===== src/rtl/pipe_latch_chain_if.sv =====
// Handshake bundle for pipe_latch_chain: upstream valid/ready/data, downstream valid/ready/data, occupancy.
// Latency: none, wires only.
// Backpressure: carries in_ready/out_ready; the master drives in_* and out_ready, the slave drives the rest.
interface pipe_latch_chain_if #(
  parameter int WIDTH = 32,
  parameter int DEPTH = 2
);
  localparam int CNT_W = $clog2(DEPTH + 1);

  logic             in_valid;
  logic             in_ready;
  logic [WIDTH-1:0] in_data;
  logic             out_valid;
  logic             out_ready;
  logic [WIDTH-1:0] out_data;
  logic [CNT_W-1:0] occupancy;

  // Producer/consumer side: presents input payload and downstream ready.
  modport master (
    output in_valid,
    output in_data,
    output out_ready,
    input  in_ready,
    input  out_valid,
    input  out_data,
    input  occupancy
  );

  // Chain side: accepts input, presents stage DEPTH-1 and occupancy.
  modport slave (
    input  in_valid,
    input  in_data,
    input  out_ready,
    output in_ready,
    output out_valid,
    output out_data,
    output occupancy
  );
endinterface


===== src/rtl/pipe_latch_chain.sv =====
// Elastic DEPTH-stage valid-tagged register chain with sync flush, async clear and occupancy count.
// Latency: DEPTH active edges from acceptance to out_valid; 1 item/cycle throughput, bubbles collapse.
// Backpressure: in_ready = any empty stage or out_ready; full chain with out_ready=1 shifts without a bubble.
// Build option PIPE_NEGEDGE_EN: stage flops update on the falling clk edge instead of the rising edge.
module pipe_latch_chain #(
  parameter int WIDTH = 32,
  parameter int DEPTH = 2
) (
  input  logic                clk,
  input  logic                clr,
  input  logic                flush,
  pipe_latch_chain_if.slave   bus
);
  localparam int CNT_W = $clog2(DEPTH + 1);

  logic [DEPTH-1:0] v_q;
  logic [DEPTH-1:0] v_d;
  logic [WIDTH-1:0] d_q [DEPTH];
  logic [WIDTH-1:0] d_d [DEPTH];
  logic [DEPTH-1:0] rdy;
  logic [CNT_W-1:0] occ_cnt;

  // Ready chain: stage i can take data if out_ready or any stage at or after i is empty.
  // Formulated as a running AND from the output end so rdy has no self-referencing loop.
  always_comb begin
    logic tail_full;
    tail_full = 1'b1;
    rdy       = '0;
    for (int i = DEPTH - 1; i >= 0; i--) begin
      tail_full = tail_full & v_q[i];
      rdy[i]    = bus.out_ready | ~tail_full;
    end
  end

  // Next stage state: shift where ready, hold where stalled; flush drops all valids, data held.
  always_comb begin
    v_d = v_q;
    d_d = d_q;
    if (rdy[0]) begin
      v_d[0] = bus.in_valid;
      if (bus.in_valid) begin
        d_d[0] = bus.in_data;
      end
    end
    for (int i = 1; i < DEPTH; i++) begin
      if (rdy[i]) begin
        v_d[i] = v_q[i-1];
        if (v_q[i-1]) begin
          d_d[i] = d_q[i-1];
        end
      end
    end
    if (flush) begin
      v_d = '0;
      d_d = d_q;
    end
  end

  // Stage registers; clr clears everything immediately regardless of clk.
`ifdef PIPE_NEGEDGE_EN
  always_ff @(negedge clk or negedge clr) begin
`else
  always_ff @(posedge clk or negedge clr) begin
`endif
    if (!clr) begin
      v_q <= '0;
      for (int i = 0; i < DEPTH; i++) begin
        d_q[i] <= '0;
      end
    end else begin
      v_q <= v_d;
      for (int i = 0; i < DEPTH; i++) begin
        d_q[i] <= d_d[i];
      end
    end
  end

  // Occupancy is a popcount of the registered valid bits only.
  always_comb begin
    occ_cnt = '0;
    for (int i = 0; i < DEPTH; i++) begin
      occ_cnt = occ_cnt + CNT_W'(v_q[i]);
    end
  end

  assign bus.in_ready  = rdy[0];
  assign bus.out_valid = v_q[DEPTH-1];
  assign bus.out_data  = d_q[DEPTH-1];
  assign bus.occupancy = occ_cnt;
endmodule

===== src/flat_wrapper.sv =====
// flat-port wrapper written by rule: the top's interface ports become plain ports
module pipe_latch_chain_flat 
#(
  parameter int WIDTH = 32,
  parameter int DEPTH = 2
)
  (clk, clr, flush, bus_in_valid, bus_in_data, bus_out_ready, bus_in_ready, bus_out_valid, bus_out_data, bus_occupancy);
  pipe_latch_chain_if #(.WIDTH(WIDTH), .DEPTH(DEPTH)) bus_i ();
  input  logic clk;
  input  logic clr;
  input  logic flush;
  input wire logic [$bits(bus_i.in_valid)-1:0] bus_in_valid;
  input wire logic [$bits(bus_i.in_data)-1:0] bus_in_data;
  input wire logic [$bits(bus_i.out_ready)-1:0] bus_out_ready;
  output wire logic [$bits(bus_i.in_ready)-1:0] bus_in_ready;
  output wire logic [$bits(bus_i.out_valid)-1:0] bus_out_valid;
  output wire logic [$bits(bus_i.out_data)-1:0] bus_out_data;
  output wire logic [$bits(bus_i.occupancy)-1:0] bus_occupancy;
  assign bus_i.in_valid = bus_in_valid;
  assign bus_i.in_data = bus_in_data;
  assign bus_i.out_ready = bus_out_ready;
  assign bus_in_ready = bus_i.in_ready;
  assign bus_out_valid = bus_i.out_valid;
  assign bus_out_data = bus_i.out_data;
  assign bus_occupancy = bus_i.occupancy;
  pipe_latch_chain #(.WIDTH(WIDTH), .DEPTH(DEPTH)) u_core (.clk(clk), .clr(clr), .flush(flush), .bus(bus_i));
endmodule

===== config.mk =====
export PLATFORM = sky130hd
export DESIGN_NAME = pipe_latch_chain_flat
export DESIGN_NICKNAME = d
export VERILOG_FILES = /design/src/rtl/pipe_latch_chain_if.sv /design/src/rtl/pipe_latch_chain.sv /design/src/flat_wrapper.sv
export SDC_FILE = /design/constraint.sdc
export NUM_CORES = 1
export LEC_CHECK = 0
export BUFFER_PORTS_ARGS = -buffer_cell sky130_fd_sc_hd__buf_4
export CAP_MARGIN = 20
export CELL_PAD_IN_SITES_DETAIL_PLACEMENT = 0
export CELL_PAD_IN_SITES_GLOBAL_PLACEMENT = 1
export CORE_AREA = 3 3 84 102
export CTS_BUF_LIST = sky130_fd_sc_hd__clkbuf_2
export DETAILED_ROUTE_END_ITERATION = 6
export DIE_AREA = 0 0 87 105
export PLACE_DENSITY_LB_ADDON = 0.1
export SETUP_SLACK_MARGIN = 0.5
export SYNTH_ARGS = -nofsm -noshare
export SYNTH_HDL_FRONTEND = slang
export SYNTH_SLANG_ARGS = --single-unit

===== constraint.sdc =====
create_clock -name clk -period 4.1 [get_ports clk]
set_input_delay 0.41 -clock clk [delete_from_list [all_inputs] [get_ports clk]]
set_output_delay 0.41 -clock clk [all_outputs]
set_load 0.03 [all_outputs]

After elaboration in Yosys (flattened, before gate mapping)
Cells that the tools add are included.
{"block": "op_classes", "n_addsub": 1, "n_mul": 0, "n_div": 0, "order_cmp": 0, "n_eq_ne": 0, "shifts": 0, "n_mux": 3, "bitwise": 6, "n_reduce_logical": 4}
{"cell": "3-bit AND reduction", "n": 2}
{"cell": "2-bit nonzero test", "n": 2}
{"cell": "1-bit inverter", "n": 3}
{"cell": "1-bit by 1-bit adder with 2-bit output", "n": 1}
{"cell": "1-bit two-way mux", "n": 2}
{"cell": "2-bit two-way mux", "n": 1}
{"cell": "1-bit OR", "n": 2}
{"cell": "1-bit AND", "n": 1}
{"block": "word_totals", "reg_bits": 66, "latch_bits": 0, "ramBits": 0, "rom_bits": 0, "in_bits": 37, "n_memories": 0}

Depth between registers and ports, before layout
{"block": "depth", "word_depth": 5, "depth_mapped": 6}

Least setup slack after synthesis
Ideal clock, no wire load.
{"block": "synth_path", "path_kind": "reg2reg", "start": "register u_core.v_q[1]", "end": "register u_core.d_q[33] in the netlist's numbering", "setup_ns": 0.125, "arrival_time_ns": 1.887, "path_slack_ns": 2.088, "path_stages_with_launch": 7, "period_less_slack_ns": 2.012, "cell_sequence": "dfrtp_1 ha_1 nand2b_4 and3b_1 buf_6 buf_12 mux2_4"}
{"block": "synth_via", "elab_chain_len": 4}
{"element": "start, declared", "line": "pipe_latch_chain.sv:16", "text": "logic [DEPTH-1:0] v_q;"}
{"element": "start signal, assigned", "line": "pipe_latch_chain.sv:71", "text": "v_q <= v_d;"}
{"element": "1-bit AND", "line": "pipe_latch_chain.sv:30", "text": "tail_full = tail_full & v_q[i];"}
{"element": "1-bit inverter", "line": "pipe_latch_chain.sv:31", "text": "rdy[i] = bus.out_ready | ~tail_full;"}
{"element": "1-bit OR", "line": "pipe_latch_chain.sv:31"}
{"element": "named net bus_in_ready", "line": "flat_wrapper.sv:15", "text": "output wire logic [$bits(bus_i.in_ready)-1:0] bus_in_ready;"}
{"element": "3-bit AND reduction (no source line)"}
{"element": "end signal, assigned by index", "line": "pipe_latch_chain.sv:73", "text": "d_q[i] <= d_d[i];"}
{"element": "end, declared", "line": "pipe_latch_chain.sv:18", "text": "logic [WIDTH-1:0] d_q [DEPTH];"}
The timed path passes the listed nets, and every way through them passes these cells.
A chain may end at the register's enable or synchronous reset.

Worst setup path after layout
{"block": "layout_path", "start": "register u_core.v_q[1]", "end": "register u_core.d_q[32] in the netlist's numbering"}
{"block": "layout_via", "elab_chain_len": 4}
{"element": "1-bit AND", "line": "pipe_latch_chain.sv:30"}
{"element": "1-bit inverter", "line": "pipe_latch_chain.sv:31"}
{"element": "1-bit OR", "line": "pipe_latch_chain.sv:31"}
{"element": "3-bit AND reduction (no source line)"}
No other way between the ends.

==> reports/qor.yml <==
floorplan:
  rows: 35
  fp.dieW_um: 87
  num_io_pins: 73
  die_area_mm2: 0.00914
  core_area_mm2: 0.00766
  dieHeight_um: 105
  start_util_pct: 37.6
global_routing:
  grt_pass1_wl_um: 8210
  grt_max_degree: 67
  gr-total-overflow: 0
  antenna_found_initial: 0
  grt_pass1_vias: 1586
  grtUsageTotal_pct: 11.8
logic_synthesis:
  synth.most_common_cell: "dfrtp_1"
  syn_area_mm2: 0.00288
  synthTopCellsByCount: "dfrtp_1, mux2_2, buf_4"
  syn_area_per_cell_um2: 16.2
  synth_top_cell_by_area: "dfrtp_1"
  synth_edf_count: 0
  ys_async_sr_fraction_pct: 100
  synthTopCellsByArea: "dfrtp_1, mux2_4, mux2_2, buf_4, buf_12"
  syn-instance-count: 178
  ys_dominant_reg_cell: "dfrtp_1"
  ys_types: 16
  ys_ff_latch: 66
  yosysSeqAreaShare_pct: 57.3
  synth_top_area_share_pct: 57.3
  synth_fp_nets: 216
  synth_warnings: 0
timing:
  rsz0062_at_grt: "false"
  setup_violations: 0
  drv_slew: 0
  fin_crit_sh_pct: 54.1
  fin_tns_setup_ns: 0
  period_needed_ns: 2.22
  clock_skew_ns: 0.0172
  fmax_mhz: 450
  worstMarginPinSlew_ns: 1.07
  slew_headroom_pct: 28.5
  final_hold_viol_count: 0
finish:
  area_growth_pct: 14.5
  seq_area_mm2: 0.00165
  fin_util_pct: 43.1
  n_fill_cell: 702
  num_antenna_cells: 0
  drive_gt1_share_pct: 67.5
  fin_nets: 261
  multiInputGateArea_um2: 902
placed_design:
  post-dp-hpwl_um: 3340
  io_buffer_count: 72
  place_congestion: 0.845
setup_path:
  cp_num_buf_inv: 0
  cp_data_required_time_ns: 4.45
  slowest_delay_ns: 0.91
  worst_setup_path_start_kind: "flop"
  crit_type: "reg2reg"
  path_cells: "ha_1, nand2b_4, and3b_2, mux2_2"
  crit_path_max_fanout: 32
  cp_top_family: "simple AND/OR/NAND/NOR gates"
  arrival_ns: 2.57
  crit_slowest_cell: "and3b_2"
  crit_path_end_kind: "flop"
clocking:
  htree_levels: 3
  clkTransAtPathRegs_ns: 0.18
  insertion_delay_ns: 0.46
  cts-buffers-inserted: 9
  cts-root-buf: "clkbuf_2"
  cts_resized: 0
  clock_path_buffers: 2
  cts_hold_buf: 0
  postCtsSetupBuffers: 0
  cts_num_sinks: 66
  cts_tree: "built"
pwr:
  p_per_area_mw_per_mm2: 541
  max-vdd-ir-drop_mv: 0.218
  leakage_nw: 1.61
flow_run:
  cap_violations: 0
routing:
  drt-total-wl_um: 5030
  drc_errors: 0
  firstDrtPassIters: 2
  final_antenna_net_count: 0
  wl_per_cell_um: 15.7
  routed_via_density: 4.63
  drt-initial-drc-count: 41
  vias: 1481
run_status:
  outcome: "finished, final reports clean"
worst_hold_path:
  hold_class: "in2async"
## registers in the layout, indices dropped and copies added (netlist names)
| name | cells |
|---|---|
| u_core.d_q | 32 |
| u_core.v_q | 2 |
| u_core.bus.out_data | 32 |
## per-stage QoR
step	instances	power (mW)	hold slack, ns	instance area, µm²	setup slack, ns
2_1_floorplan	178	1.42	0.114	2880	2.09
3_3_place_gp	304	1.50	0.487	3220	1.93
3_5_place_dp	304	1.52	0.493	3220	1.85
4_1_cts	320	1.82	0.00266	3300	1.82
5_1_grt	320	1.89	0.00173	3300	1.74
6_report	320	1.79	0.0148	3300	1.88
## worst paths after layout
path,cells after the start,slack [ns],endpoint,start
worst max-delay path,4,1.88,u_core.d_q[32],u_core.v_q[1]
worst min-delay path,1,0.01,u_core.d_q[48],clr
worst max register to register,4,1.88,u_core.d_q[32],u_core.v_q[1]
worst min register to register,1,0.50,u_core.bus.out_data[3],u_core.d_q[35]
max in group asynchronous,1,3.53,u_core.d_q[57],clr
min in group clk,2,0.11,u_core.v_q[1],flush
## worst reg2reg max path: stages (launching register included)
cell	delay, ns
dfrtp_1	0.43
ha_1	0.25
nand2b_4	0.09
and3b_2	0.91
mux2_2	0.43
## final cells by class
| class | count | share of cell area, % |
|---|---|---|
| clock buffer | 12 | 1.82 |
| clock inverter | 4 | 0.569 |
| inverter | 1 | 0.114 |
| multi-input combinational | 72 | 27.3 |
| sequential | 66 | 50.1 |
| tap | 92 | 3.49 |
| timing repair buffer | 73 | 16.6 |
## power breakdown
part / total [mW] / switching (mW) / leakage [nW] / internal (mW)
Sequential: 0.878 / 0.0786 / 0.784 / 0.799
Clock: 0.295 / 0.212 / 0.0631 / 0.0831
Combinational: 0.614 / 0.320 / 0.767 / 0.294
Total: 1.79 / 0.611 / 1.61 / 1.18
## placed cells by master (no fill, tap or decap)
| cell type | instances |
|---|---|
| buf_4 | 73 |
| inv_1 | 1 |
| nor2_1 | 1 |
| and3b_2 | 1 |
| clkinv_2 | 3 |
| clkinv_1 | 1 |
| mux2_2 | 34 |
| nand2b_4 | 1 |
| ha_1 | 1 |
| mux2_4 | 30 |
| a21oi_1 | 1 |
| nand3b_1 | 1 |
| mux2i_1 | 1 |
| clkbuf_2 | 12 |
| nand2b_1 | 1 |
| dfrtp_1 | 66 |
## kinds of logic (layout without fill, tap and decap cells)
kind of cell | Yosys count | after routing | synth area share (%)
flops | 66 | 66 | 57.3
mux | 65 | 65 | 29.3
buf+inv | 40 | 90 | 11.5
simple gates | 5 | 5 | 1.39
fa+ha+maj | 1 | 1 | 0.434
compound gates | 1 | 1 | 0.173
## layer usage
layer  GRT usage [%]  share of wire [%]  wire length, µm  vias up
met1            14.7                 41             2070      753
met4            4.01                1.4               72        0
met5               0                  0                0        -
met2            18.1                 50             2520       49
met3            5.21                7.4              371        8
li1                -                  -                -      671
(Power assumes the default switching activity.)
